$ cat src/rtl/aes_arkey_iter.sv
// ---------------------------------------------------------------------------
// aes_arkey_iter
//
// Iterative AddRoundKey engine. A state block and a round index are captured
// on an in_valid/in_ready handshake. The selected round key (NB words taken
// from the expanded key store) is then XORed into the state CPC columns per
// cycle. The result is offered on an out_valid/out_ready handshake. XOR is its
// own inverse, so the same engine serves encryption and decryption.
//
// Parameters:
//   NB   columns per state (4 for AES)
//   NR   number of rounds (10/12/14); KExp holds NB*(NR+1) words
//   CPC  columns XORed per cycle: 1, 2 or 4, and it must divide NB
//
// Ports:
//   clock      rising-edge clock
//   reset      synchronous, active-high reset
//   in_valid   input block presented
//   in_ready   engine idle and able to accept a block
//   in_round   round whose key is applied, 0..NR
//   State_in   input state bytes, column-major (byte 4*j+i = row i, col j)
//   KExp       expanded key words, stable from accept until output handshake
//   out_valid  result available
//   out_ready  consumer accepts the result
//   out_err    qualifies out_valid: round was out of range, state unmodified
//   State_out  result state bytes
//   busy       a block is being processed or waiting to be taken
// ---------------------------------------------------------------------------
module aes_arkey_iter #(
  parameter int NB  = 4,
  parameter int NR  = 10,
  parameter int CPC = 1
) (
  input  logic        clock,
  input  logic        reset,
  input  logic        in_valid,
  output logic        in_ready,
  input  logic [3:0]  in_round,
  input  logic [7:0]  State_in [0:4*NB-1],
  input  logic [31:0] KExp     [0:NB*(NR+1)-1],
  output logic        out_valid,
  input  logic        out_ready,
  output logic        out_err,
  output logic [7:0]  State_out [0:4*NB-1],
  output logic        busy
);

  localparam int KW = (NB * (NR + 1) > 1) ? $clog2(NB * (NR + 1)) : 1;
  localparam int CW = $clog2(NB + 1);
  localparam int SW = (4 * NB > 1) ? $clog2(4 * NB) : 1;

  localparam logic [3:0]    NR_L     = 4'(NR);
  localparam logic [CW-1:0] CPC_L    = CW'(CPC);
  localparam logic [CW-1:0] LAST_COL = CW'(NB - CPC);

  // Reject column-per-cycle settings that would leave a partial group.
  if (!((CPC == 1) || (CPC == 2) || (CPC == 4)) || ((NB % CPC) != 0)) begin : g_bad_cpc
    $error("aes_arkey_iter: CPC must be 1, 2 or 4 and divide NB");
  end

  typedef enum logic [1:0] {
    IDLE,
    BUSY,
    DONE
  } state_t;

  state_t        r_fsm;
  logic [7:0]    r_state [0:4*NB-1];
  logic [3:0]    r_round;
  logic [CW-1:0] r_col;
  logic          r_err;
  logic          r_outValid;

  logic [KW-1:0] w_base;
  logic [KW-1:0] w_keyIdx;
  logic [31:0]   w_keyWord;
  logic [SW-1:0] w_byteIdx;
  logic [7:0]    w_xorState [0:4*NB-1];

  // First key word of the selected round. Only meaningful for legal rounds;
  // an out-of-range round never enters BUSY, so its index is never consumed.
  assign w_base = KW'(r_round) * KW'(NB);

  // Next value of the state for the CPC columns handled this cycle. Row 0
  // of a column takes the most significant byte of its key word.
  always_comb begin
    w_xorState = r_state;
    w_keyIdx   = '0;
    w_keyWord  = '0;
    w_byteIdx  = '0;
    for (int k = 0; k < CPC; k++) begin
      w_keyIdx  = w_base + KW'(r_col) + KW'(k);
      w_keyWord = KExp[w_keyIdx];
      for (int i = 0; i < 4; i++) begin
        w_byteIdx             = SW'(4 * (int'(r_col) + k) + i);
        w_xorState[w_byteIdx] = r_state[w_byteIdx] ^ w_keyWord[8*(3-i) +: 8];
      end
    end
  end

  // Control FSM and datapath registers. An out-of-range round skips BUSY and
  // returns the captured block untouched with the error flag set. The column
  // counter is cleared on the last group so it never points past the state.
  always_ff @(posedge clock) begin
    if (reset) begin
      r_fsm      <= IDLE;
      r_round    <= '0;
      r_col      <= '0;
      r_err      <= 1'b0;
      r_outValid <= 1'b0;
      for (int b = 0; b < 4 * NB; b++) begin
        r_state[b] <= '0;
      end
    end else begin
      case (r_fsm)
        IDLE: begin
          if (in_valid) begin
            r_state <= State_in;
            r_round <= in_round;
            r_col   <= '0;
            r_err   <= (in_round > NR_L);
            if (in_round > NR_L) begin
              r_fsm      <= DONE;
              r_outValid <= 1'b1;
            end else begin
              r_fsm <= BUSY;
            end
          end
        end
        BUSY: begin
          r_state <= w_xorState;
          if (r_col == LAST_COL) begin
            r_col      <= '0;
            r_fsm      <= DONE;
            r_outValid <= 1'b1;
          end else begin
            r_col <= r_col + CPC_L;
          end
        end
        DONE: begin
          if (out_ready) begin
            r_fsm      <= IDLE;
            r_outValid <= 1'b0;
            r_err      <= 1'b0;
          end
        end
        default: begin
          r_fsm      <= IDLE;
          r_outValid <= 1'b0;
          r_err      <= 1'b0;
        end
      endcase
    end
  end

  // in_ready is held low while reset is asserted so no block can slip in on
  // the reset edge; otherwise it simply tracks the IDLE state.
  assign in_ready  = (r_fsm == IDLE) && !reset;
  assign out_valid = r_outValid;
  assign out_err   = r_err;
  assign busy      = (r_fsm != IDLE);
  assign State_out = r_state;

endmodule

$ cat config.mk
export PLATFORM = sky130hd
export DESIGN_NAME = aes_arkey_iter
export DESIGN_NICKNAME = d
export VERILOG_FILES = /design/src/rtl/aes_arkey_iter.sv
export SDC_FILE = /design/constraint.sdc
export NUM_CORES = 1
export LEC_CHECK = 0
export CORE_AREA = 8 8 644 646
export DETAILED_ROUTE_END_ITERATION = 8
export DIE_AREA = 0 0 652 654
export HOLD_SLACK_MARGIN = 0.05
export SETUP_SLACK_MARGIN = 0.05
export SKIP_LAST_GASP = 1
export SYNTH_ARGS = -nofsm -noshare
export SYNTH_HDL_FRONTEND = slang
export SYNTH_SLANG_ARGS = --single-unit
$ cat constraint.sdc
create_clock -name clock -period 3.75 [get_ports clock]
set_input_delay 0.375 -clock clock [delete_from_list [all_inputs] [get_ports clock]]
set_output_delay 0.375 -clock clock [all_outputs]
set_load 0.05 [all_outputs]
==> impl_metrics.env <==
export IMPL_status="finished, final reports clean"
export IMPL_die_h_um=654
export IMPL_period_share=0.960
export IMPL_drive_above_1_share=0.232
export IMPL_cts_htree_levels=4
export IMPL_track_usage=0.186
export IMPL_crit_path_end_kind="flop"
export IMPL_place_inst=9746
export IMPL_instances_no_fill=9994
export IMPL_clkSlewWorstSetupHoldPaths_ps=90
export IMPL_final_nets=5909
export IMPL_dr_pass1_iters=6
export IMPL_p_leak_uw=0.0152
export IMPL_grt_max_degree=87
export IMPL_hold_class="in2reg"
export IMPL_setup_violations_final=0
export IMPL_syn_nets=4133
export IMPL_grtUsageMet1=0.202
export IMPL_cts_buffer_depth=2
export IMPL_dieArea_um2=426000
export IMPL_ys_flop_type="dfxtp_1"
export IMPL_whs_ps=436
export IMPL_grt_util_met3=0.0703
export IMPL_drc=0
export IMPL_coreArea_um2=405000
export IMPL_ant_nets=0
export IMPL_seq_area_frac_synth=0.117
export IMPL_fin_crit_ps=3600
export IMPL_cts_root_buffer="clkbuf_16"
export IMPL_fin_skew_ps=26.8
export IMPL_die_w_um=652
export IMPL_irDropWorstVdd_mv=0.378
export IMPL_grt_pass1_wl_um=490000
export IMPL_gp_congestion=0.931
export IMPL_ys_seq_elements=139
export IMPL_insertion_delay_ps=540
export IMPL_fmax_mhz=278
export IMPL_rsz0062_at_grt="no"
export IMPL_busiest_layer="met2"
export IMPL_wl_per_cell_um=41.9
export IMPL_cp_arrival_ps=4020
export IMPL_ys_types=67
export IMPL_regToRegSetupSlack_ps=150
export IMPL_path_class="reg2reg"
export IMPL_place_hpwl_um=387000
export IMPL_pwr_density_cell_nw_per_um2=265
export IMPL_rows=234
export IMPL_netlist_instances=2583
export IMPL_worstPathRequired_ps=4170
export IMPL_area_delta_synth_final_pct=114
export IMPL_pwr_share_comb=0.706
export IMPL_overflow=0
export IMPL_cts_tree="built"
export IMPL_dr_first_iter_drc_count=3114
export IMPL_yosys_warnings=0
export IMPL_syn_area_um2=23800
export IMPL_grt_pass1_vias=33100
export IMPL_start_kind="flop"
export IMPL_relSlewSlack=0.178
export IMPL_io_pins=1676
export IMPL_path_max_fanout=9
export IMPL_ctsHoldBuffers=0
export IMPL_power_switching_uw=6870
export IMPL_seq_power_share=0.146
export IMPL_antenna_found_initial=406
export IMPL_grt_use_met2=0.325
export IMPL_drv_slew=0
export IMPL_p_int_uw=6670
export IMPL_maxCapViolations=0
export IMPL_post_drt_via_cell_ratio=3.44
export IMPL_synth_edf_count=0
export IMPL_avgSynthCellArea_um2=9.22
export IMPL_switching_share=0.507
export IMPL_port_buffer_count=1675
export IMPL_synthArstFlopShare=0
export IMPL_start_util=0.0589
export IMPL_hold_violations=0
export IMPL_num_vias=34400
export IMPL_pwr_share_clk=0.148
export IMPL_drt_total_wl_um=419000
export IMPL_worstMarginPinSlew_ps=1230
export IMPL_cts_buffers=17
export IMPL_clock_sinks=139
stage by stage:
step	setup TNS [ps]	area, um^2	power, uW	setup WS (ps)	utilization
detailed placement	-4810	49400	11600	-371	0.122
CTS	0	50400	13800	51.3	0.125
global placement	-5060	49400	11600	-405	0.122
global route	0	50800	14000	54.4	0.126
finish	0	51000	13500	151	0.126
floorplan	0	23800	5870	449	-
power groups by stage:
stage | logic, uW | clock network [uW] | registers (uW)
after global routing | 9990 | 2070 | 1980
after floorplan | 3310 | 0 | 2560
after CTS | 9770 | 2040 | 1960
final | 9560 | 2010 | 1970
after detailed placement | 9630 | 0 | 2000
after global placement | 9630 | 0 | 1990
worst paths after layout:
kind                           start                     endpoint  depth (start not counted)
max          r_round[0]$_SDFFE_PP0P_  State_out[113]$_SDFFE_PP0P_                         11
min                            reset      r_round[2]$_SDFFE_PP0P_                          2
max reg2reg  r_round[0]$_SDFFE_PP0P_  State_out[113]$_SDFFE_PP0P_                         11
min reg2reg  r_round[2]$_SDFFE_PP0P_      r_round[2]$_SDFFE_PP0P_                          2
cells in the mapped netlist (29+ instances only):
cell / count / area share
mux4_2: 222 / 0.21
o221ai_1: 46 / 0.017
clkbuf_1: 136 / 0.021
mux2i_1: 285 / 0.12
dfxtp_1: 139 / 0.12
mux2_2: 145 / 0.069
nor3b_1: 29 / 0.0091
a21oi_1: 316 / 0.066
nor2_1: 218 / 0.034
a211oi_1: 34 / 0.011
a22oi_1: 38 / 0.012
buf_2: 56 / 0.012
nand2_1: 292 / 0.046
o22ai_1: 29 / 0.0076
a2111oi_2: 92 / 0.058
cells by family (layout without fill, tap and decap cells):
group                    count (synthesis)  after routing  share of synthesized area
XOR/XNOR                                 4              4                    0.00147
adder cells (fa/ha/maj)                  6              6                    0.00315
AO/OA/AOI/OAI                          830            830                      0.282
buffers and inverters                  278           2067                     0.0669
AND/OR/NAND/NOR                        670            670                      0.127
other                                    0            194                          0
multiplexers                           656            656                      0.402
flip-flops                             139            139                      0.117
state kept, by name, indices dropped and copies added (netlist names):
| register | flops |
|---|---|
| State_out | 128 |
| r_round | 4 |
| r_col | 3 |
| r_fsm | 2 |
| out_err | 1 |
| out_valid | 1 |
cells in the final DEF (no fill, tap or decap), types with 12 or more instances in the layout:
| cell type | instances |
|---|---|
| mux2_2 | 145 |
| o22ai_1 | 27 |
| nand4b_1 | 21 |
| dfxtp_1 | 137 |
| o22ai_2 | 29 |
| a2111oi_1 | 25 |
| nor3_1 | 17 |
| a2111oi_4 | 18 |
| a2111oi_2 | 76 |
| o31ai_2 | 21 |
| nand2_1 | 290 |
| a31o_2 | 12 |
| a41oi_1 | 16 |
| o221ai_1 | 39 |
| clkbuf_16 | 17 |
| nand4_1 | 24 |
| mux2i_2 | 13 |
| buf_4 | 311 |
| mux2i_1 | 271 |
| a211o_1 | 21 |
| nor2_1 | 215 |
| a2111oi_0 | 28 |
| a22oi_1 | 37 |
| mux4_2 | 222 |
| nor3b_1 | 29 |
| clkdlybuf4s50_1 | 1664 |
| a31o_1 | 16 |
| a21oi_1 | 315 |
| a22o_1 | 27 |
| diode_2 | 194 |
| buf_12 | 45 |
| a211oi_1 | 34 |
worst max-delay path: stages (launching register included):
cell	delay (ps)
dfxtp_1	350
ha_4	190
ha_4	380
buf_4	240
or3b_4	500
buf_4	180
o22ai_1	270
a2111oi_4	120
buf_4	230
a41oi_1	410
o31ai_2	190
a2111oi_2	360
area by class of cell:
cell class / count / area [um^2]
Tap cell: 5428 / 6790
Antenna cell: 194 / 485
Clock inverter: 15 / 193
Fill cell: 46300 / 354000
Multi-Input combinational cell: 2166 / 20300
Sequential cell: 139 / 2790
Inverter: 10 / 37.5
Timing Repair Buffer: 2025 / 20000
Clock buffer: 17 / 425
routing by layer:
metal  vias up  part of all wire
li1      14200                 -
met1     16900              0.36
met2      2326              0.49
met3       756             0.093
met4       210             0.048
met5         -            0.0032
what timing repair did:
action,4_1_cts,5_1_grt
buffers inserted,20,1
pin swaps,5,2
gates cloned,1,0
resized for setup,27,11
endpoints found under the setup margin,42,27
(Power assumes the default switching activity.)
